File: config.mk
export PLATFORM = sky130hd
export DESIGN_NAME = mem_lsu_flat
export DESIGN_NICKNAME = d
export VERILOG_FILES = /design/src/rtl/mem_lsu_if.sv /design/src/rtl/mem_lsu.sv /design/src/flat_wrapper.sv
export SDC_FILE = /design/constraint.sdc
export NUM_CORES = 1
export LEC_CHECK = 0
export BUFFER_PORTS_ARGS = -buffer_cell sky130_fd_sc_hd__buf_2
export CAP_MARGIN = 20
export CORE_UTILIZATION = 45
export DETAILED_ROUTE_END_ITERATION = 10
export GPL_TIMING_DRIVEN = 0
export HOLD_SLACK_MARGIN = 0.06
export PLACE_DENSITY = 0.73
export SLEW_MARGIN = 20
export SYNTH_ARGS = -nofsm -noshare
export SYNTH_HDL_FRONTEND = slang
export SYNTH_SLANG_ARGS = --single-unit
File: constraint.sdc
create_clock -name clk -period 4.5 [get_ports clk]
set_input_delay 1.35 -clock clk [delete_from_list [all_inputs] [get_ports clk]]
set_output_delay 1.35 -clock clk [all_outputs]
set_load 0.05 [all_outputs]
File: src/rtl/mem_lsu_if.sv
// Request/response handshake and word-memory bus between a core and the load/store unit.
// slave = LSU side, master = core plus memory side.
interface mem_lsu_if;
   logic        req_valid;
   logic        req_ready;
   logic        req_we;
   logic [1:0]  req_size;
   logic        req_unsigned;
   logic [31:0] req_addr;
   logic [31:0] req_wdata;
   logic        rsp_valid;
   logic        rsp_ready;
   logic [31:0] rsp_rdata;
   logic        rsp_misaligned;
   logic [31:0] mem_address;
   logic [31:0] mem_data_out;
   logic [31:0] mem_data_in;
   logic        mem_we;

   modport slave (
      input  req_valid, req_we, req_size, req_unsigned, req_addr, req_wdata,
             rsp_ready, mem_data_in,
      output req_ready, rsp_valid, rsp_rdata, rsp_misaligned,
             mem_address, mem_data_out, mem_we
   );

   modport master (
      output req_valid, req_we, req_size, req_unsigned, req_addr, req_wdata,
             rsp_ready, mem_data_in,
      input  req_ready, rsp_valid, rsp_rdata, rsp_misaligned,
             mem_address, mem_data_out, mem_we
   );
endinterface

File: src/rtl/mem_lsu.sv
// Load/store unit: byte/half/word accesses onto a word-wide memory, with alignment
// faults and read-modify-write for sub-word stores.
module mem_lsu (
   input logic      clk,
   input logic      resetn,
   mem_lsu_if.slave bus
);
   typedef enum logic [1:0] {IDLE, ACCESS, WRITE, RESP} state_t;

   state_t      r_state;
   logic        r_we;
   logic [1:0]  r_size;
   logic        r_unsigned;
   logic [31:0] r_addr;
   logic [31:0] r_wdata;
   logic [31:0] r_merge;
   logic [31:0] r_rdata;
   logic        r_mis;

   logic        w_mis;
   logic [7:0]  w_byte;
   logic [15:0] w_half;
   logic [31:0] w_load;
   logic [31:0] w_merge;
   logic        w_mem_we;

   always_comb begin
      unique case (bus.req_size)
         2'b00:   w_mis = 1'b0;
         2'b01:   w_mis = bus.req_addr[0];
         2'b10:   w_mis = |bus.req_addr[1:0];
         default: w_mis = 1'b1;
      endcase
   end

   always_comb begin
      w_byte = bus.mem_data_in[{r_addr[1:0], 3'b000} +: 8];
      w_half = bus.mem_data_in[{r_addr[1], 4'b0000} +: 16];
      unique case (r_size)
         2'b00:   w_load = r_unsigned ? {24'h0, w_byte} : {{24{w_byte[7]}}, w_byte};
         2'b01:   w_load = r_unsigned ? {16'h0, w_half} : {{16{w_half[15]}}, w_half};
         default: w_load = bus.mem_data_in;
      endcase
      w_merge = bus.mem_data_in;
      if (r_size == 2'b00)
         w_merge[{r_addr[1:0], 3'b000} +: 8] = r_wdata[7:0];
      else
         w_merge[{r_addr[1], 4'b0000} +: 16] = r_wdata[15:0];
   end

   // Reset gates the write strobe combinationally so an interrupted store never lands.
   assign w_mem_we = resetn &&
                     (((r_state == ACCESS) && r_we && (r_size == 2'b10)) || (r_state == WRITE));

   assign bus.req_ready      = (r_state == IDLE);
   assign bus.rsp_valid      = (r_state == RESP);
   assign bus.rsp_rdata      = r_rdata;
   assign bus.rsp_misaligned = r_mis;
   assign bus.mem_we         = w_mem_we;
   assign bus.mem_address    = ((r_state == ACCESS) || (r_state == WRITE)) ?
                               {r_addr[31:2], 2'b00} : '0;
   assign bus.mem_data_out   = !w_mem_we ? '0 : ((r_state == WRITE) ? r_merge : r_wdata);

   always_ff @(posedge clk) begin
      if (!resetn) begin
         r_state    <= IDLE;
         r_we       <= 1'b0;
         r_size     <= '0;
         r_unsigned <= 1'b0;
         r_addr     <= '0;
         r_wdata    <= '0;
         r_merge    <= '0;
         r_rdata    <= '0;
         r_mis      <= 1'b0;
      end else begin
         unique case (r_state)
            IDLE: if (bus.req_valid) begin
               r_we       <= bus.req_we;
               r_size     <= bus.req_size;
               r_unsigned <= bus.req_unsigned;
               r_addr     <= bus.req_addr;
               r_wdata    <= bus.req_wdata;
               r_rdata    <= '0;
               r_mis      <= w_mis;
               r_state    <= w_mis ? RESP : ACCESS;
            end
            ACCESS: begin
               if (!r_we) begin
                  r_rdata <= w_load;
                  r_state <= RESP;
               end else if (r_size == 2'b10) begin
                  r_state <= RESP;
               end else begin
                  r_merge <= w_merge;
                  r_state <= WRITE;
               end
            end
            WRITE: r_state <= RESP;
            RESP:  if (bus.rsp_ready) r_state <= IDLE;
            default: r_state <= IDLE;
         endcase
      end
   end
endmodule

File: src/flat_wrapper.sv
// flat-port wrapper written by rule: the top's interface ports become plain ports
module mem_lsu_flat 
  (clk, resetn, bus_req_valid, bus_req_we, bus_req_size, bus_req_unsigned, bus_req_addr, bus_req_wdata, bus_rsp_ready, bus_mem_data_in, bus_req_ready, bus_rsp_valid, bus_rsp_rdata, bus_rsp_misaligned, bus_mem_address, bus_mem_data_out, bus_mem_we);
  mem_lsu_if bus_i ();
  input logic clk;
  input logic resetn;
  input wire logic [$bits(bus_i.req_valid)-1:0] bus_req_valid;
  input wire logic [$bits(bus_i.req_we)-1:0] bus_req_we;
  input wire logic [$bits(bus_i.req_size)-1:0] bus_req_size;
  input wire logic [$bits(bus_i.req_unsigned)-1:0] bus_req_unsigned;
  input wire logic [$bits(bus_i.req_addr)-1:0] bus_req_addr;
  input wire logic [$bits(bus_i.req_wdata)-1:0] bus_req_wdata;
  input wire logic [$bits(bus_i.rsp_ready)-1:0] bus_rsp_ready;
  input wire logic [$bits(bus_i.mem_data_in)-1:0] bus_mem_data_in;
  output wire logic [$bits(bus_i.req_ready)-1:0] bus_req_ready;
  output wire logic [$bits(bus_i.rsp_valid)-1:0] bus_rsp_valid;
  output wire logic [$bits(bus_i.rsp_rdata)-1:0] bus_rsp_rdata;
  output wire logic [$bits(bus_i.rsp_misaligned)-1:0] bus_rsp_misaligned;
  output wire logic [$bits(bus_i.mem_address)-1:0] bus_mem_address;
  output wire logic [$bits(bus_i.mem_data_out)-1:0] bus_mem_data_out;
  output wire logic [$bits(bus_i.mem_we)-1:0] bus_mem_we;
  assign bus_i.req_valid = bus_req_valid;
  assign bus_i.req_we = bus_req_we;
  assign bus_i.req_size = bus_req_size;
  assign bus_i.req_unsigned = bus_req_unsigned;
  assign bus_i.req_addr = bus_req_addr;
  assign bus_i.req_wdata = bus_req_wdata;
  assign bus_i.rsp_ready = bus_rsp_ready;
  assign bus_i.mem_data_in = bus_mem_data_in;
  assign bus_req_ready = bus_i.req_ready;
  assign bus_rsp_valid = bus_i.rsp_valid;
  assign bus_rsp_rdata = bus_i.rsp_rdata;
  assign bus_rsp_misaligned = bus_i.rsp_misaligned;
  assign bus_mem_address = bus_i.mem_address;
  assign bus_mem_data_out = bus_i.mem_data_out;
  assign bus_mem_we = bus_i.mem_we;
  mem_lsu u_core (.clk(clk), .resetn(resetn), .bus(bus_i));
endmodule
Yosys cells after proc, flatten, opt, wreduce, memory -nomap -nowiden
Cells that the tools add are included.
Word-level totals
  register bits: 135
  input port bits: 104
  output and inout port bits: 100
  logic and storage cells: 61
Cells by class
  add/subtract/negate cells: 2
  eq/ne operators: 10
  shifts and indexed selects: 6
  mux-type cells: 19
  bitwise gates (word level): 1
  reduce and logical (&&, ||, !) cells: 14
Operator list (number)
  32-bit two-way mux: 8
  32-bit one-hot mux with 2 select lines: 2
  32-bit bitwise mux: 2
  16-bit by 7-bit variable shift with 32-bit output (first input constant): 1
  8-bit by 7-bit variable shift with 32-bit output (first input constant): 1
  16-bit by 7-bit variable part select with 32-bit output: 1
  32-bit by 6-bit variable part select with 16-bit output: 1
  32-bit by 6-bit variable part select with 8-bit output: 1
  8-bit by 7-bit variable part select with 32-bit output: 1
  5-bit negator with 7-bit output: 2
  2-bit == test (second input constant): 4
  2-bit two-way mux: 4
  2-bit one-hot mux with 4 select lines: 1
  2-bit by 1-bit == test with 1-bit output (second input constant): 3
  2-bit zero test: 3
  2-bit != test (second input constant): 3
  3-bit AND reduction: 2
  2-bit AND reduction: 2
  1-bit logical AND: 3
  1-bit one-hot mux with 3 select lines: 1
  1-bit logical OR: 2
  2-bit nonzero test: 1
  2-bit OR reduction: 1
  1-bit two-way mux: 1
  1-bit NOT: 1

Logic depth before layout (Yosys ltp)
  depth in word-level cells: 6
  depth in mapped cells: 9
  mapped depth without buffers: 6

Worst setup path before layout
Ideal clock, no wire load.
  path kind: in2out
  from: input port resetn
  to: output port bus_mem_data_out[22]
  arrival time: 2681 ps
  required time: 3150 ps
  setup slack: 469 ps
  cell stages on the path: 4
  buffers on the path: 2
  cells stage by stage: clkbuf_1 o21ai_1 clkbuf_1 nor2_1
Between the ends
  longest elaborated chain between the ends: 2
RTL lines
  start: declaration: line flat_wrapper.sv:6  | input logic resetn;
  1-bit logical AND: line mem_lsu.sv:52  | assign w_mem_we = resetn &&
  32-bit two-way mux: line mem_lsu.sv:62  | assign bus.mem_data_out = !w_mem_we ? '0 : ((r_state == WRITE) ? r_merge : r_wdata);
  end: declaration: line flat_wrapper.sv:20  | output wire logic [$bits(bus_i.mem_data_out)-1:0] bus_mem_data_out;
Every way passes these cells.

Worst setup path in the final report
  from: input port resetn
  to: output port bus_mem_data_out[11]
Same word-level chain as after synthesis.

==> reports/summary.txt <==
Status -> complete, no violations
TritonCTS Sinks -> 135
Final instance count without filler cells -> 1,209
FMAX -> 234.2 MHz
Slew @ Worst Pin -> 835.6 ps
Initial antenna violation count -> 0
Design Area, Final -> 8544 µm²
Reg-to-Reg Start -> u_core.r_addr[1]
Setup total negative slack -> 0 ps
Layout cell share with drive strength beyond 1 -> 29.17%
DIE HEIGHT -> 124.0 µm
Worst setup path start -> resetn
Fin crit share -> 94.89%
Via count of the routed design -> 6,602
Path depth of the worst reg2reg path -> 7
Diode count -> 0
Reported max-cap violation count -> 0
Final ANT Viol Nets -> 0
CTS max path bufs -> 2
CTS Hold Bufs -> 0
Mapped cell area -> 6694 µm²
CP endpoint kind -> output port
Slew HR -> 44.15%
# nets final -> 1,125
GRT Total Usage -> 26.94%
Post-Syn Instances -> 791
Congestion Overflow GR -> 0
Delay-heaviest family, CP -> buffers and inverters
Cell count along the critical path -> 6
First-pass GRT wire length -> 31,280 µm
Power Dens Cells -> 585.6 nW/µm²
Largest stage delay on the critical path -> 360 ps
Port bufs -> 201
Reg-to-reg endpoint -> u_core.r_merge[30]
Worst vdd rail ir drop -> 0.3739 mV
H-tree levels -> 4
Vias in the first global route -> 6,088
Arrival @ worst endpoint -> 2920 ps
Final Hold Viols -> 0
Initial Util -> 46.06%
Post-Syn Area per Cell -> 8.463 µm²
Unrepaired setup endpoints after global routing -> no
Post-synthesis register bit count -> 135
Largest net degree at the start of global routing -> 17
Worst Setup EP -> bus_mem_data_out[11]
Slowest cell on the critical path -> clkbuf_1
GP Congestion -> 0.9075
Design Power -> 5.003 mW
Drc violations -> 0
Post-DP Area -> 7934 µm²
Clock Pin Slew Worst Setup and Hold Paths -> 60 ps
CTS tree -> yes
Slew Viols, Final -> 0
Clock root buffer -> clkbuf_16
Yosys warns -> 0
Crit-path cells -> buf_2, clkbuf_1, o21ai_2, clkbuf_1, nor2_1, buf_2
Crit path max fanout -> 10
EDFF count, synth -> 0
# setup viols final -> 0
CP bufs+invs -> 4
Post-synth ARST share -> 0%
Dpl hpwl -> 15,440 µm
Clk Latency, worst-skew pair -> 420 ps
Tmin final -> 4270 ps
Worst reg-to-reg setup slack -> 1900 ps
Width of the die -> 124.0 µm
WL per Instance -> 17.09 µm
Hold/Removal Path Class -> reg2reg
Initial DRC Count -> 521
TritonCTS Buffers -> 17
FP Rows -> 44
Die area -> 15,370 µm²
Yosys cell types -> 52
CP Launch Type -> input pin
Sequential-to-total area share from yosys stat -> 40.37%
Worst EP required -> 3150 ps
First-pass iteration count of the detailed router -> 5
Top_reg_cell synth -> dfxtp_1
Core area -> 14,530 µm²
Layout area overhead -> 27.64%
Static Leak -> 3.699 nW
Final Skew -> 8.705 ps
Critical path class -> in2out
Io pins -> 204
Final wirelength -> 20,660 µm
Dpl cells -> 1,177
Via density per instance -> 5.461
==> through the flow <==
step	util [%]	worst slack, ps	hold slack, ps
2_1_floorplan	-	469.1	430.5
4_1_cts	58.76	107.3	446.2
6_report	58.79	229.9	443.7
5_1_grt	58.79	128.1	461.8
3_3_place_gp	54.59	128.1	436.6
3_5_place_dp	54.59	138.5	438.8
==> how the worst min path moves through the flow <==
stage | startpoint | end | slack [ps] | cells after the start
3_5_place_dp | u_core.bus.rsp_rdata[2] | u_core.bus.rsp_rdata[2] | 440 | 2
6_report | u_core.bus.rsp_rdata[2] | u_core.bus.rsp_rdata[2] | 440 | 2
2_1_floorplan | u_core.r_addr[31] | u_core.r_addr[31] | 430 | 2
5_1_grt | u_core.r_addr[24] | u_core.r_addr[24] | 460 | 2
3_3_place_gp | u_core.bus.rsp_rdata[5] | u_core.bus.rsp_rdata[5] | 440 | 2
4_1_cts | u_core.bus.rsp_rdata[2] | u_core.bus.rsp_rdata[2] | 450 | 2
==> layout make-up <==
class / instances / area [µm²]
clock buffers: 20 / 456.7
plain buffers: 64 / 294.0
repair buffers: 201 / 1006
inverters: 10 / 37.54
multi-input cells: 583 / 3667
well taps: 184 / 230.2
flip-flops and latches: 135 / 2703
fillers: 1402 / 5989
clock inverters: 12 / 150.1
==> cell usage after synthesis, types with 2 or more instances <==
cell type | n | share of area (%)
ha_1 | 9 | 1.7
a21boi_1 | 6 | 0.67
a32o_1 | 7 | 1.0
nor2b_1 | 8 | 0.75
o2bb2ai_1 | 17 | 2.2
a221oi_2 | 8 | 1.8
and2_1 | 35 | 3.3
o311ai_0 | 2 | 0.26
o21ai_1 | 10 | 0.75
buf_4 | 4 | 0.45
buf_2 | 13 | 0.97
buf_6 | 3 | 0.50
inv_1 | 5 | 0.28
nor2_1 | 55 | 3.1
a21oi_1 | 68 | 5.1
mux2_2 | 25 | 4.2
mux2i_1 | 40 | 6.0
clkbuf_1 | 43 | 2.4
o21ai_0 | 42 | 3.1
inv_2 | 4 | 0.22
dfxtp_1 | 135 | 40
nand2_1 | 166 | 9.3
a221oi_1 | 25 | 3.3
nand2b_1 | 17 | 1.6
a221o_1 | 17 | 2.5
==> report_power, final <==
group	total, mW	switching, mW	leakage [nW]	internal [mW]
Clock	1.43	0.532	0.292	0.898
Combinational	2.01	1.40	2.31	0.615
Sequential	1.56	0.158	1.10	1.40
Total	5.00	2.09	3.70	2.91
==> state kept, by name (all words and copies together), names as in the netlist <==
signal / cells
u_core.r_wdata: 32
u_core.bus.rsp_misaligned: 1
u_core.bus.rsp_rdata: 32
u_core.r_unsigned: 1
u_core.r_state: 2
u_core.r_size: 2
u_core.r_addr: 32
u_core.r_merge: 32
u_core.r_we: 1
==> cell usage in the layout (no fill, tap or decap), types with 8 or more instances in the layout <==
cell type and count:
o21ai_0 42, o21ai_1 9, a21oi_1 68, clkbuf_16 17, nor2_1 55, nand2_1 166
mux2i_1 40, dfxtp_1 135, a221oi_2 8, nand2b_1 17, buf_2 214, ha_1 9
nor2b_1 8, clkbuf_1 44, a221o_1 17, o2bb2ai_1 17, a221oi_1 25, mux2_2 25
and2_1 35
==> logic make-up after synthesis <==
kind of cell    after synthesis  share of synthesized area (%)
simple gates                291                          19.78
compound gates              215                          22.64
flops                       135                          40.37
buf+inv                      74                          4.953
mux                          66                          10.52
fa+ha+maj                     9                          1.682
other cells                   1                        0.05602
==> what timing repair did <==
action	4_1_cts	5_1_grt
gates resized for setup	0	1
setup buffers	0	0
endpoints found under the setup margin	0	1
==> metal layers <==
| layer | global-route usage [%] | share of wire, % |
|---|---|---|
| met1 | 35.00 | 43 |
| met2 | 42.08 | 44 |
| met3 | 7.189 | 9.5 |
| met4 | 11.31 | 3.2 |
| met5 | 0 | 0 |
==> worst register-to-register path: stages (launching register included) <==
cell and delay, ps:
dfxtp_1 450, buf_6 180, buf_2 260, inv_2 130, ha_1 350, nor4b_2 750, a221oi_1 210, o2bb2ai_1 200
Note: power is estimated with default switching activity, not from simulation.
